### src/rtl/demux_pkg.sv
// Shared definitions for the 1-to-N round-robin receive demultiplexer:
// legal lane-count bounds, pointer-width helper and the lane pointer type.
package demux_pkg;

    localparam int DEMUX_LANES_MIN = 2;
    localparam int DEMUX_LANES_MAX = 16;

    // Widest pointer ever needed (DEMUX_LANES_MAX lanes).
    localparam int DEMUX_SEL_W_MAX = 4;

    // Pointer width for a given lane count; never narrower than one bit.
    function automatic int sel_width(input int lanes);
        return (lanes > 2) ? $clog2(lanes) : 1;
    endfunction

    // Lane pointer wide enough for any legal lane count; used for lane matching.
    typedef logic [DEMUX_SEL_W_MAX-1:0] lane_ptr_t;

endpackage

### src/rtl/demux1an_lane.sv
// One output lane: WIDTH-bit data register plus one-cycle valid flag.
// Build option DEMUX1AN_HOLD_EN: when defined, the lane holds its last word
// while not written; when undefined, it clears to zero on every unwritten cycle.
module demux1an_lane #(
    parameter int WIDTH = 4
) (
    input  logic             clk_2f,
    input  logic             reset_L,
    input  logic             wr_en,
    input  logic [WIDTH-1:0] din,
    output logic [WIDTH-1:0] dout,
    output logic             vld
);

    logic [WIDTH-1:0] data_reg;
    logic             vld_reg;

    // Capture the word on a write; otherwise hold or clear depending on build.
    always_ff @(posedge clk_2f or negedge reset_L) begin
        if (!reset_L) begin
            data_reg <= '0;
            vld_reg  <= 1'b0;
        end else begin
            vld_reg <= wr_en;
            if (wr_en) begin
                data_reg <= din;
            end else begin
`ifdef DEMUX1AN_HOLD_EN
                data_reg <= data_reg;
`else
                data_reg <= '0;
`endif
            end
        end
    end

    assign dout = data_reg;
    assign vld  = vld_reg;

endmodule

### src/rtl/demux1an_rr.sv
// 1-to-LANES round-robin demultiplexer. Each accepted word goes to the lane
// named by the rotation pointer, which wraps at LANES-1 (non-power-of-two
// safe). align restarts the rotation at lane 0, dropping any partial frame.
// Lane hold/clear behaviour is selected by the DEMUX1AN_HOLD_EN define.
module demux1an_rr
    import demux_pkg::*;
#(
    parameter  int WIDTH = 4,
    parameter  int LANES = 2,
    localparam int SELW  = sel_width(LANES)
) (
    input  logic                   clk_2f,
    input  logic                   reset_L,
    input  logic                   valid_in,
    input  logic [WIDTH-1:0]       data_in,
    input  logic                   align,
    output logic [LANES*WIDTH-1:0] data_out,
    output logic [LANES-1:0]       valid_out,
    output logic                   frame_valid,
    output logic [SELW-1:0]        lane_sel
);

    generate
        if (LANES < DEMUX_LANES_MIN || LANES > DEMUX_LANES_MAX || WIDTH < 1) begin : g_bad_cfg
            $fatal(1, "demux1an_rr: LANES must be 2..16 and WIDTH >= 1");
        end
    endgenerate

    localparam logic [SELW-1:0] LAST_SEL = SELW'(LANES - 1);

    logic [SELW-1:0]  sel_reg;
    logic [SELW-1:0]  sel_next;
    logic             frame_reg;
    logic             frame_next;
    logic [LANES-1:0] lane_wr;

    // Next pointer and frame strobe: align forces lane 0; a word closes a
    // frame only when it lands in the last lane without a realign.
    always_comb begin
        sel_next   = sel_reg;
        frame_next = 1'b0;
        if (valid_in) begin
            if (align) begin
                sel_next = SELW'(1);
            end else if (sel_reg == LAST_SEL) begin
                sel_next = '0;
            end else begin
                sel_next = sel_reg + 1'b1;
            end
            frame_next = !align && (sel_reg == LAST_SEL);
        end else if (align) begin
            sel_next = '0;
        end
    end

    // Rotation pointer and frame strobe registers.
    always_ff @(posedge clk_2f or negedge reset_L) begin
        if (!reset_L) begin
            sel_reg   <= '0;
            frame_reg <= 1'b0;
        end else begin
            sel_reg   <= sel_next;
            frame_reg <= frame_next;
        end
    end

    // One lane per output; at most one write enable is high per cycle.
    for (genvar gi = 0; gi < LANES; gi++) begin : g_lane
        localparam bit IS_FIRST = (gi == 0);

        assign lane_wr[gi] = valid_in &&
                             (align ? IS_FIRST
                                    : (lane_ptr_t'(sel_reg) == lane_ptr_t'(gi)));

        demux1an_lane #(
            .WIDTH (WIDTH)
        ) u_lane (
            .clk_2f  (clk_2f),
            .reset_L (reset_L),
            .wr_en   (lane_wr[gi]),
            .din     (data_in),
            .dout    (data_out[gi*WIDTH +: WIDTH]),
            .vld     (valid_out[gi])
        );
    end

    assign frame_valid = frame_reg;
    assign lane_sel    = sel_reg;

endmodule
### config.mk
export PLATFORM = sky130hd
export DESIGN_NAME = demux1an_rr
export DESIGN_NICKNAME = d
export VERILOG_FILES = /design/src/rtl/demux_pkg.sv /design/src/rtl/demux1an_lane.sv /design/src/rtl/demux1an_rr.sv
export SDC_FILE = /design/constraint.sdc
export NUM_CORES = 1
export LEC_CHECK = 0
export CORE_AREA = 2 2 39 41
export DETAILED_ROUTE_END_ITERATION = 10
export DIE_AREA = 0 0 41 43
export GPL_TIMING_DRIVEN = 0
export PLACE_DENSITY = 0.61
export SYNTH_ARGS = -nofsm -noshare
export SYNTH_HDL_FRONTEND = slang
export SYNTH_SLANG_ARGS = --single-unit
export TNS_END_PERCENT = 30
### constraint.sdc
create_clock -name clk_2f -period 2.3 [get_ports clk_2f]
set_input_delay 0.46 -clock clk_2f [delete_from_list [all_inputs] [get_ports clk_2f]]
set_output_delay 0.46 -clock clk_2f [all_outputs]
set_load 0.05 [all_outputs]
-- Word-level counts from Yosys, hierarchy flattened
Cells that the tools add are included.
- register bits after elaboration: 12
- latch bits: 0
- bits in writable memories: 0
- bits in read-only memories: 0
- input port bits: 8
- output and inout bits: 12
- word-level logic and storage cells: 20
- memories: 0
- add/sub/neg operators: 1
- multipliers: 0
- divide/modulo/power cells: 0
- magnitude comparators: 0
- eq/ne operators: 0
- shift operators: 0
- muxes and demuxes: 8
- bitwise operators: 1
- reduce and logical (&&, ||, !) cells: 4
- operators with widths (kind ; count):
    two-way mux 4 bit ; 2
    two-way mux 1 bit ; 6
    logical AND 1 bit ; 3
    adder 1 bit, second input constant ; 1
    logical NOT 1 bit ; 1
    NOT 1 bit ; 1

-- Logic depth before layout (Yosys ltp)
Gate-level depths: netlist (run 1).
- word-level depth: 4
- mapped depth: 3
- gate-level depth less buffers: 3

-- Hierarchy
A second synthesis (run 1) with hierarchy kept.
- cell total of the unflattened synthesis: 25
- area total of the unflattened synthesis: 391.6 sq um
- by module, submodules not included (module ; instances ; cells each ; area each (sq um) ; seq. area each (sq um)):
    demux1an_lane ; 2 ; 9 ; 150.1 ; 125.1
    demux1an_rr ; 1 ; 7 ; 91.3 ; 50.0

-- Worst setup path after synthesis (run 1)
OpenSTA, ideal clock, no wires.
- path kind: reg2out
- start point: register g_lane[1].u_lane.vld_reg
- end point: output valid_out[1]
- data arrival time: 0.886 ns
- required time: 1.840 ns
- setup slack: 0.954 ns
- stages on the path, launching flop included: 2
- path buffers: 1
- cell sequence: dfrtp_1 buf_4
- RTL lines (item ; line ; RTL):
    start: declaration ; demux1an_lane.sv:16 ; logic vld_reg;
    start signal: assignment ; demux1an_lane.sv:24 ; vld_reg <= wr_en;
    end: declaration ; demux1an_rr.sv:18 ; output logic [LANES-1:0] valid_out,
No word-level cell between the ends.

-- Worst setup path in the final report (run 1)
- start point: register sel_reg (netlist: lane_sel)
- end point: output lane_sel
- RTL lines (item ; line ; RTL):
    start: declaration ; demux1an_rr.sv:31 ; logic [SELW-1:0] sel_reg;
    start signal: assignment ; demux1an_rr.sv:62 ; sel_reg <= sel_next;
    end: declaration ; demux1an_rr.sv:20 ; output logic [SELW-1:0] lane_sel
No word-level cell between the ends.

==> out/results.ini, run 1 <==
[cells_and_area]
area_delta_synth_final_pct = 59.2
drive_above_1_share = 0.102
final_common_cell = clkdlybuf4s50_1
largest_reg_flops = 8
layout_common_cells = clkdlybuf4s50_1 (19), dfrtp_1 (11), and2_1 (4), and4b_1 (4), clkbuf_4 (3)
final_util = 0.459
n_fill_cell = 125
fin_nets = 60
antenna_cells = 0

[worst_setup_path]
rrSetupSlack_ps = 1280
cp_data_required_time_ps = 1840
critPathKind = reg2out
crit_cells = 1
critPathLaunch = lane_sel$_DFF_PN0_
slowest_stage = clkdlybuf4s50_1
critical_path_buf_inv_count = 1
crit_path_end_kind = output pin
reg2reg_from = lane_sel$_DFF_PN0_
cp_cell_sequence = clkdlybuf4s50_1
crit_end = lane_sel
r2r_cells = 3
r2r_end = g_lane[0].u_lane.dout[2]$_DFF_PN0_
crit_family = buffers and inverters
crit_fanout = 7
cp-start-kind = flip-flop
slowest_delay_ps = 840
worstPathArrival_ps = 1530

[grt]
grt_start_max_net_pins = 12
antenna_found_initial = 0
grt_usage = 0.105
grt_pass1_wl_mm = 1.17
grt_pass1_vias = 318
grt_overflow = 0

[sta]
min_period_ps = 1990
slew_violations = 0
skew_ps = 2.76
setup_viol = 0
holdWs_ps = 517
worst_pin_slew_ps = 502
finalSetupTns_ps = 0
fin_crit_sh = 0.865
hold_viol = 0
slew_headroom = 0.664
fmax_mhz = 503
rsz0062_at_grt = false

[clock_tree]
cts.sink_count = 11
clockRootBuffer = clkbuf_4
clkSlewWorstSetupHoldPaths_ps = 70
clock_latency_ps = 260
hold_buffers = 0
cts_max_path_buffers = 2
htreeDepth = 1
post_cts_buffers = 0
numCtsBuffers = 3
cts_resized = 0
cts_tree = built

[synth]
ys_types = 8
syn_nets = 36
syn_area_um2 = 399
synth-seq-cells = 11
syn_inst = 26
ys_seq_area_frac = 0.690
synth_warnings = 0
syn_avg_cell_area_um2 = 15.4

[route]
viasPerCell = 4.40
drc = 0
drt_iter0_markers = 4
detail-route-antenna-nets = 0
wirelength_um = 669
drt_first_pass_iters = 3
vias = 286
wire_per_inst_um = 10.3

[floorplanning]
initial_utilization = 0.288
fp.dieArea_um2 = 1760
core_um2 = 1380
row_count = 14
die_w_um = 41
ioPinCount = 20
die_h_um = 43

[place]
gp_congestion = 0.761
portBuffers = 19

[hold_path]
hp-class = in2async

[pwr]
ir_drop_mv = 0.278
leakage_nw = 0.304
powerDensity_nw_per_um2 = 707

[flow_run]
cap_violations = 0

[outcome]
outcome = finished clean

## synthesized netlist by cell type
cell type,number,area share
and4b_1,4,0.10
buf_4,2,0.038
and2_1,4,0.063
ha_1,2,0.063
and3b_1,1,0.022
nand2b_1,1,0.016
dfrtp_1,11,0.69
inv_1,1,0.0094
## metal layers
metal | vias to the layer above | track usage | share of wire
met3 | 4 | 0.0157 | 0.072
li1 | 131 | - | -
met2 | 16 | 0.159 | 0.53
met5 | - | 0 | 0
met1 | 135 | 0.105 | 0.35
met4 | 0 | 0.120 | 0.043
## worst register-to-register path, cell delays in order, from the launching register on
cell,delay [ps]
dfrtp_1,420
nand2b_1,100
ha_1,220
and2_1,170
## power breakdown
group	switching, mW	internal, mW
Combinational	0.0676	0.0436
Clock	0.0590	0.0670
Sequential	0.00657	0.206
Total	0.133	0.316
## cells by family (layout without fill, tap and decap cells)
| logic type | count (synthesis) | in the layout | share of synthesized area |
|---|---|---|---|
| fa+ha+maj | 2 | 2 | 0.0627 |
| buf+inv | 3 | 26 | 0.0470 |
| flops | 11 | 11 | 0.690 |
| simple gates | 10 | 10 | 0.201 |
## how the worst min path moves through the flow
stage,endpoint,startpoint
floorplan,g_lane[0].u_lane.dout[0]$_DFF_PN0_,reset_L
global placement,g_lane[1].u_lane.vld$_DFF_PN0_,lane_sel$_DFF_PN0_
detailed placement,g_lane[1].u_lane.vld$_DFF_PN0_,lane_sel$_DFF_PN0_
CTS,g_lane[0].u_lane.dout[1]$_DFF_PN0_,reset_L
global route,g_lane[0].u_lane.dout[3]$_DFF_PN0_,reset_L
finish,g_lane[0].u_lane.dout[1]$_DFF_PN0_,reset_L
## cell type report
class	instances	area, um2	share of cell area
multi-input combinational	12	105	0.165
tap	16	20.0	0.0315
clock buffer	4	26.3	0.0413
inverter	1	3.75	0.00591
buffer	2	15.0	0.0236
timing repair buffer	19	190	0.299
sequential	11	275	0.433
## metrics by stage
step                cell area (um2)  total power [mW]  setup slack [ps]  std cells
floorplan                       399             0.280               954         26
global placement                609             0.326               612         61
global route                    636             0.474               258         65
finish                          636             0.449               311         65
detailed placement              609             0.328               605         61
CTS                             636             0.456               306         65
No activity file was read; power rests on OpenSTA's default activity.
==> run 2: changes to the inputs <==
--- a/config.mk
+++ b/config.mk
@@ -5,6 +5,7 @@
 export SDC_FILE = /design/constraint.sdc
 export NUM_CORES = 1
 export LEC_CHECK = 0
+export CAP_MARGIN = 30
 export CORE_AREA = 2 2 39 41
 export DETAILED_ROUTE_END_ITERATION = 10
 export DIE_AREA = 0 0 41 43
==> constraint.sdc (replaced) <==
create_clock -name clk_2f -period 2 [get_ports clk_2f]
set_input_delay 0.4 -clock clk_2f [delete_from_list [all_inputs] [get_ports clk_2f]]
set_output_delay 0.4 -clock clk_2f [all_outputs]
set_load 0.05 [all_outputs]
==> results of run 2 <==
The final DEF is identical to that of run 1. Status: finished clean.
Main changes from that run: setup slack after placement 605 ps -> 365 ps; setup slack after layout 311 ps -> 71.4 ps; hold slack 517 ps -> 457 ps; register-to-register setup slack 1280 ps -> 980 ps; total power 0.449 mW -> 0.517 mW; worst IR drop on VDD 0.278 mV -> 0.320 mV
==> run 3: changes to the inputs <==
--- a/config.mk
+++ b/config.mk
@@ -5,6 +5,7 @@
 export SDC_FILE = /design/constraint.sdc
 export NUM_CORES = 1
 export LEC_CHECK = 0
+export ABC_AREA = 1
 export CAP_MARGIN = 30
 export CORE_AREA = 2 2 39 41
 export DETAILED_ROUTE_END_ITERATION = 10
==> constraint.sdc (replaced) <==
create_clock -name clk_2f -period 1.8 [get_ports clk_2f]
set_input_delay 0.36 -clock clk_2f [delete_from_list [all_inputs] [get_ports clk_2f]]
set_output_delay 0.36 -clock clk_2f [all_outputs]
set_load 0.05 [all_outputs]
==> out/results.ini, run 3 <==
[worst_setup_path]
critPathKind = reg2out
worstPathArrival_ps = 1380
slowest_stage = clkdlybuf4s50_1
cp_cell_sequence = clkdlybuf4s50_1
cp_data_required_time_ps = 1440
crit_fanout = 1
critical_path_buf_inv_count = 1
cp-start-kind = flip-flop
slowest_delay_ps = 790
crit_path_end_kind = output pin
crit_family = buffers and inverters

[synth]
synth_warnings = 0
yosys-top-cells-count = dfrtp_1 (11), inv_1 (11), nand2_1 (5)
synth_top_cell_area_share = 0.688
synth_edf_count = 0
syn_nets = 46
syn_inst = 36
synth_top_cell_by_area = dfrtp_1
syn_avg_cell_area_um2 = 11.1
ys_seq_area_frac = 0.688
ys_async_sr_fraction = 1.00
synth-seq-cells = 11
syn_area_um2 = 400
synth_flop_cell = dfrtp_1
ys_types = 7
synth_area_leaders = dfrtp_1 (69%), inv_1 (10%), ha_1 (6.3%), nand2_1 (4.7%), buf_4 (3.8%)

[route]
drc = 0
drt_first_pass_iters = 2
viasPerCell = 3.84
detail-route-antenna-nets = 0
drt_iter0_markers = 1
wirelength_um = 625
vias = 288
wire_per_inst_um = 8.33

[outcome]
outcome = finished clean

[floorplanning]
row_count = 14
initial_utilization = 0.289
die_h_um = 43
core_um2 = 1380
die_w_um = 41
fp.dieArea_um2 = 1760
ioPinCount = 20

[cells_and_area]
final_util = 0.458
antenna_cells = 0
layout.cells.non_filler = 75
layout_common_cells = clkdlybuf4s50_1 (15), inv_1 (11), dfrtp_1 (11)
drive_above_1_share = 0.119
fin_nets = 70
area_delta_synth_final_pct = 58.4
largest_reg_flops = 8
final_common_cell = clkdlybuf4s50_1

[sta]
hold_viol = 0
min_period_ps = 1740
fmax_mhz = 576
rsz0062_at_grt = false
slew_headroom = 0.662
finalSetupTns_ps = 0
skew_ps = 0.969
setup_viol = 0
worst_pin_slew_ps = 507
fin_crit_sh = 0.965
setup_ws_ps = 62.5
slew_violations = 0

[clock_tree]
cts.sink_count = 11
cts_max_path_buffers = 2
numCtsBuffers = 3
htreeDepth = 1
clkSlewWorstSetupHoldPaths_ps = 70
cts_tree = built
clockRootBuffer = clkbuf_4
post_cts_buffers = 0
clock_latency_ps = 260

[place]
place_ws_ps = 237
gp_congestion = 0.658
dp_cells = 71
dp_hpwl_um = 493
portBuffers = 19

[flow_run]
cap_violations = 0

[grt]
grt_start_max_net_pins = 12
grt_usage = 0.0946
grt_pass1_wl_mm = 1.08
grt_overflow = 0
grt_pass1_vias = 263
antenna_found_initial = 0

[pwr]
power_mw = 0.570
powerDensity_nw_per_um2 = 898
leakage_nw = 0.372
ir_drop_mv = 0.357

[hold_path]
hp-class = in2async

[run 3: repair_timing]
action,in CTS,in global routing
gates resized for setup,3,1
setup endpoints to repair,3,1
hold buffers,0,0
pin swaps,0,0
[run 3: area by class of cell]
class,count,area (um2)
clock buffers,4,26.3
multi-input cells,12,68.8
fillers,158,749
repair buffers,19,188
inverters,11,41.3
well taps,16,20.0
plain buffers,2,15.0
flip-flops and latches,11,275
[run 3: logic make-up (layout without fill, tap and decap cells)]
group,after synthesis,after routing,synth area share
buffers and inverters,13,36,0.141
DFF,11,11,0.687
and+or+nand+nor,10,10,0.109
adders and majority gates,2,2,0.0625
[run 3: path summary, 6_finish.rpt]
check | to | cells past startpoint | slack (ps) | start
max reg2reg | g_lane[0].u_lane.dout[0]$_DFF_PN0_ | 4 | 880 | lane_sel$_DFF_PN0_
min | g_lane[0].u_lane.dout[2]$_DFF_PN0_ | 1 | 430 | reset_L
min in group clk_2f | g_lane[1].u_lane.dout[3]$_DFF_PN0_ | 2 | 610 | lane_sel$_DFF_PN0_
max | data_out[7] | 1 | 60 | g_lane[1].u_lane.dout[3]$_DFF_PN0_
max in group asynchronous | g_lane[0].u_lane.dout[0]$_DFF_PN0_ | 1 | 1050 | reset_L
min reg2reg | g_lane[1].u_lane.dout[3]$_DFF_PN0_ | 2 | 610 | lane_sel$_DFF_PN0_
[run 3: per-layer routing]
layer	vias to the layer above	routed length, um	global-route usage
li1	145	-	-
met2	13	308	0.141
met3	0	76	0.0524
met5	-	0	0
met1	130	240	0.0973
met4	0	0	0.0600
[run 3: metrics by stage]
step                      instance area, um2  hold slack, ps
after floorplan                          400            64.4
after global placement                   611             609
after detailed placement                 611             616
after CTS                                632             440
after global routing                     634             465
final                                    634             427
[run 3: report_power, final]
| part | switching [mW] | internal [mW] | leakage (nW) | total [mW] |
|---|---|---|---|---|
| Clock | 0.0762 | 0.0855 | 0.0150 | 0.162 |
| Combinational | 0.0904 | 0.0490 | 0.213 | 0.139 |
| Sequential | 0.00620 | 0.263 | 0.145 | 0.269 |
==> patch: new RTL, config.mk and constraints of run 1 <==
Reset style: synchronous (`reset_L`), changed in 2 clocked blocks.
--- a/src/rtl/demux1an_lane.sv
+++ b/src/rtl/demux1an_lane.sv
@@ -16,7 +16,7 @@
     logic             vld_reg;
 
     // Capture the word on a write; otherwise hold or clear depending on build.
-    always_ff @(posedge clk_2f or negedge reset_L) begin
+    always_ff @(posedge clk_2f) begin
         if (!reset_L) begin
             data_reg <= '0;
             vld_reg  <= 1'b0;
--- a/src/rtl/demux1an_rr.sv
+++ b/src/rtl/demux1an_rr.sv
@@ -54,7 +54,7 @@
     end
 
     // Rotation pointer and frame strobe registers.
-    always_ff @(posedge clk_2f or negedge reset_L) begin
+    always_ff @(posedge clk_2f) begin
         if (!reset_L) begin
             sel_reg   <= '0;
             frame_reg <= 1'b0;
Check against the original RTL: differs if reset_L is asserted again (counterexample within 4 cycles, from zero or initial values and one cycle with reset_L low); with reset_L held inactive, the same outputs for 10 cycles.
==> patch against run 1 <==
- hold slack gained 23 ps
- critical path depth increased by 1
- total power down 1.3%
- design area is 0.79% lower
- count of clock-buffer cells in the layout unchanged
- register-to-register slack improved by 70 ps
- routed wire length decreased by 1.9%
- worst setup slack improved by 82 ps
- global-route usage is 0.22 points lower
- via count is 5.6% lower
- sequential cell count increased by 1
- critical path type unchanged
- non-clock buffer count grew 1
- area after synthesis is 3.8% lower
==> patch: results (changes against run 1) <==
- CTS clk-pin slew, worst paths: 70 ps (about the same)
- Initial drt markers: 2 (was 4)
- R2R Setup Slk: 1350 ps (was 1280 ps)
- Sequential area share after synthesis: 0.625 (was 0.690)
- Largest register FFs: 8 (unchanged)
- Root Buffer: clkbuf_4 (unchanged)
- Worst Tran Pin Value: 493 ps (was 502 ps)
- Largest net degree at the start of global routing: 11 (was 12)
- Wire per inst: 9.37 um (was 10.3 um)
- Clock power frac: 0.362 (was 0.281)
- Hold EP: frame_valid$_SDFF_PN0_
- CP max stage delay: 780 ps (was 840 ps)
- H-tree depth: 1 (unchanged)
- Total track usage: 0.103 (was 0.105)
- Wire length on met1: 288 um (was 237 um)
- Number of vias per cell: 3.86 (was 4.40)
- Crit path from: g_lane[0].u_lane.vld$_SDFF_PN0_ (was lane_sel$_DFF_PN0_)
- Antenna violations before repair: 0 (unchanged)
- Longest Clk Path Bufs: 2 (unchanged)
- Ratio of cells with drive above 1 in the final layout: 0.130 (was 0.102)
- Unique masters post-synth: 10 (was 8)
- Worst-path maximum fanout: 1 (was 7)
- WL met3: 50 um (was 48 um)
- Top cells by count, synth: dfxtp_1, and3_1, and2_1, buf_4, ha_1 (was dfrtp_1, and2_1, and4b_1, buf_4, ha_1)
- CP arrival: 1450 ps (was 1530 ps)
- Post-CTS resize count: 0 (unchanged)
- FF-to-FF End: g_lane[1].u_lane.dout[1]$_SDFF_PN0_ (was g_lane[0].u_lane.dout[2]$_DFF_PN0_)
- Seq pwr share: 0.488 (was 0.472)
- Clock Latency Late Sink: 260 ps (about the same)
- Routability cong.: 0.686 (was 0.761)
- Num CTS Buffers: 3 (unchanged)
- Int Pwr: 341 uW (was 316 uW)
- Outcome: finished clean (unchanged)
- Nets: 65 (was 60)
- Reg2reg start: lane_sel$_SDFF_PN0_ (was lane_sel$_DFF_PN0_)
- Crit path capture: valid_out[0] (was lane_sel)
- Number of post-CTS setup repair buffers: 0 (unchanged)
- Final HPWL DP: 501 um
- Static leakage: 0.000288 uW (was 0.000304 uW)
- Synth top area cells: dfxtp_1, and3_1, ha_1, buf_4, and2_1 (was dfrtp_1, and4b_1, and2_1, ha_1, buf_4)
- Syn Nets: 41 (was 36)
- Worst min path class: reg2reg (was in2async)
- FFs w/ async S/R, synth: 0 (was 1.00)
- Critical path's top delay family: buffers and inverters (unchanged)
- Peak supply drop: 0.273 mV (was 0.278 mV)
- First-pass GRT wire length: 1.08 mm (was 1.17 mm)
- Met2 wire length: 301 um (was 353 um)
- Hold depth: 1
- Highest metal used: met4 (unchanged)
- Vias in the first global route: 273 (was 318)
- R2R depth: 3 (unchanged)
- Slowest cell on crit path: clkdlybuf4s50_1 (unchanged)
- Yosys Warn Count: 0 (unchanged)
- Router iterations before antenna repair: 2 (was 3)
- Clock skew: 0.390 ps (was 2.76 ps)
- HP Start: lane_sel$_SDFF_PN0_
- Port Buffer Count: 19 (unchanged)
==> patch: metal layers <==
layer / up-vias / track usage
li1: 146 / -
met1: 109 / 0.111
met2: 13 / 0.119
met3: 2 / 0.0471
met4: 0 / 0.140
met5: - / 0
==> patch: kinds of logic after synthesis <==
family,synth area share
adders and majority gates,0.0651
buffers and inverters,0.0684
DFF,0.625
and+or+nand+nor,0.241
==> patch: metrics by stage <==
stage / setup WS [ps] / hold slack, ps / instances / total power (uW) / instance area (um2)
2_1_floorplan: 1020 / 606 / 31 / 259 / 384
3_3_place_gp: 676 / 528 / 66 / 288 / 594
3_5_place_dp: 673 / 528 / 66 / 288 / 594
4_1_cts: 373 / 540 / 70 / 451 / 631
5_1_grt: 325 / 570 / 70 / 468 / 631
6_report: 394 / 540 / 70 / 444 / 631
==> patch: area by class of cell <==
cell class | instances | area [um2]
well taps | 16 | 20.0
plain buffers | 3 | 26.3
repair buffers | 19 | 190
clock buffers | 4 | 36.3
multi-input cells | 16 | 118
flip-flops and latches | 12 | 240
fillers | 147 | 753
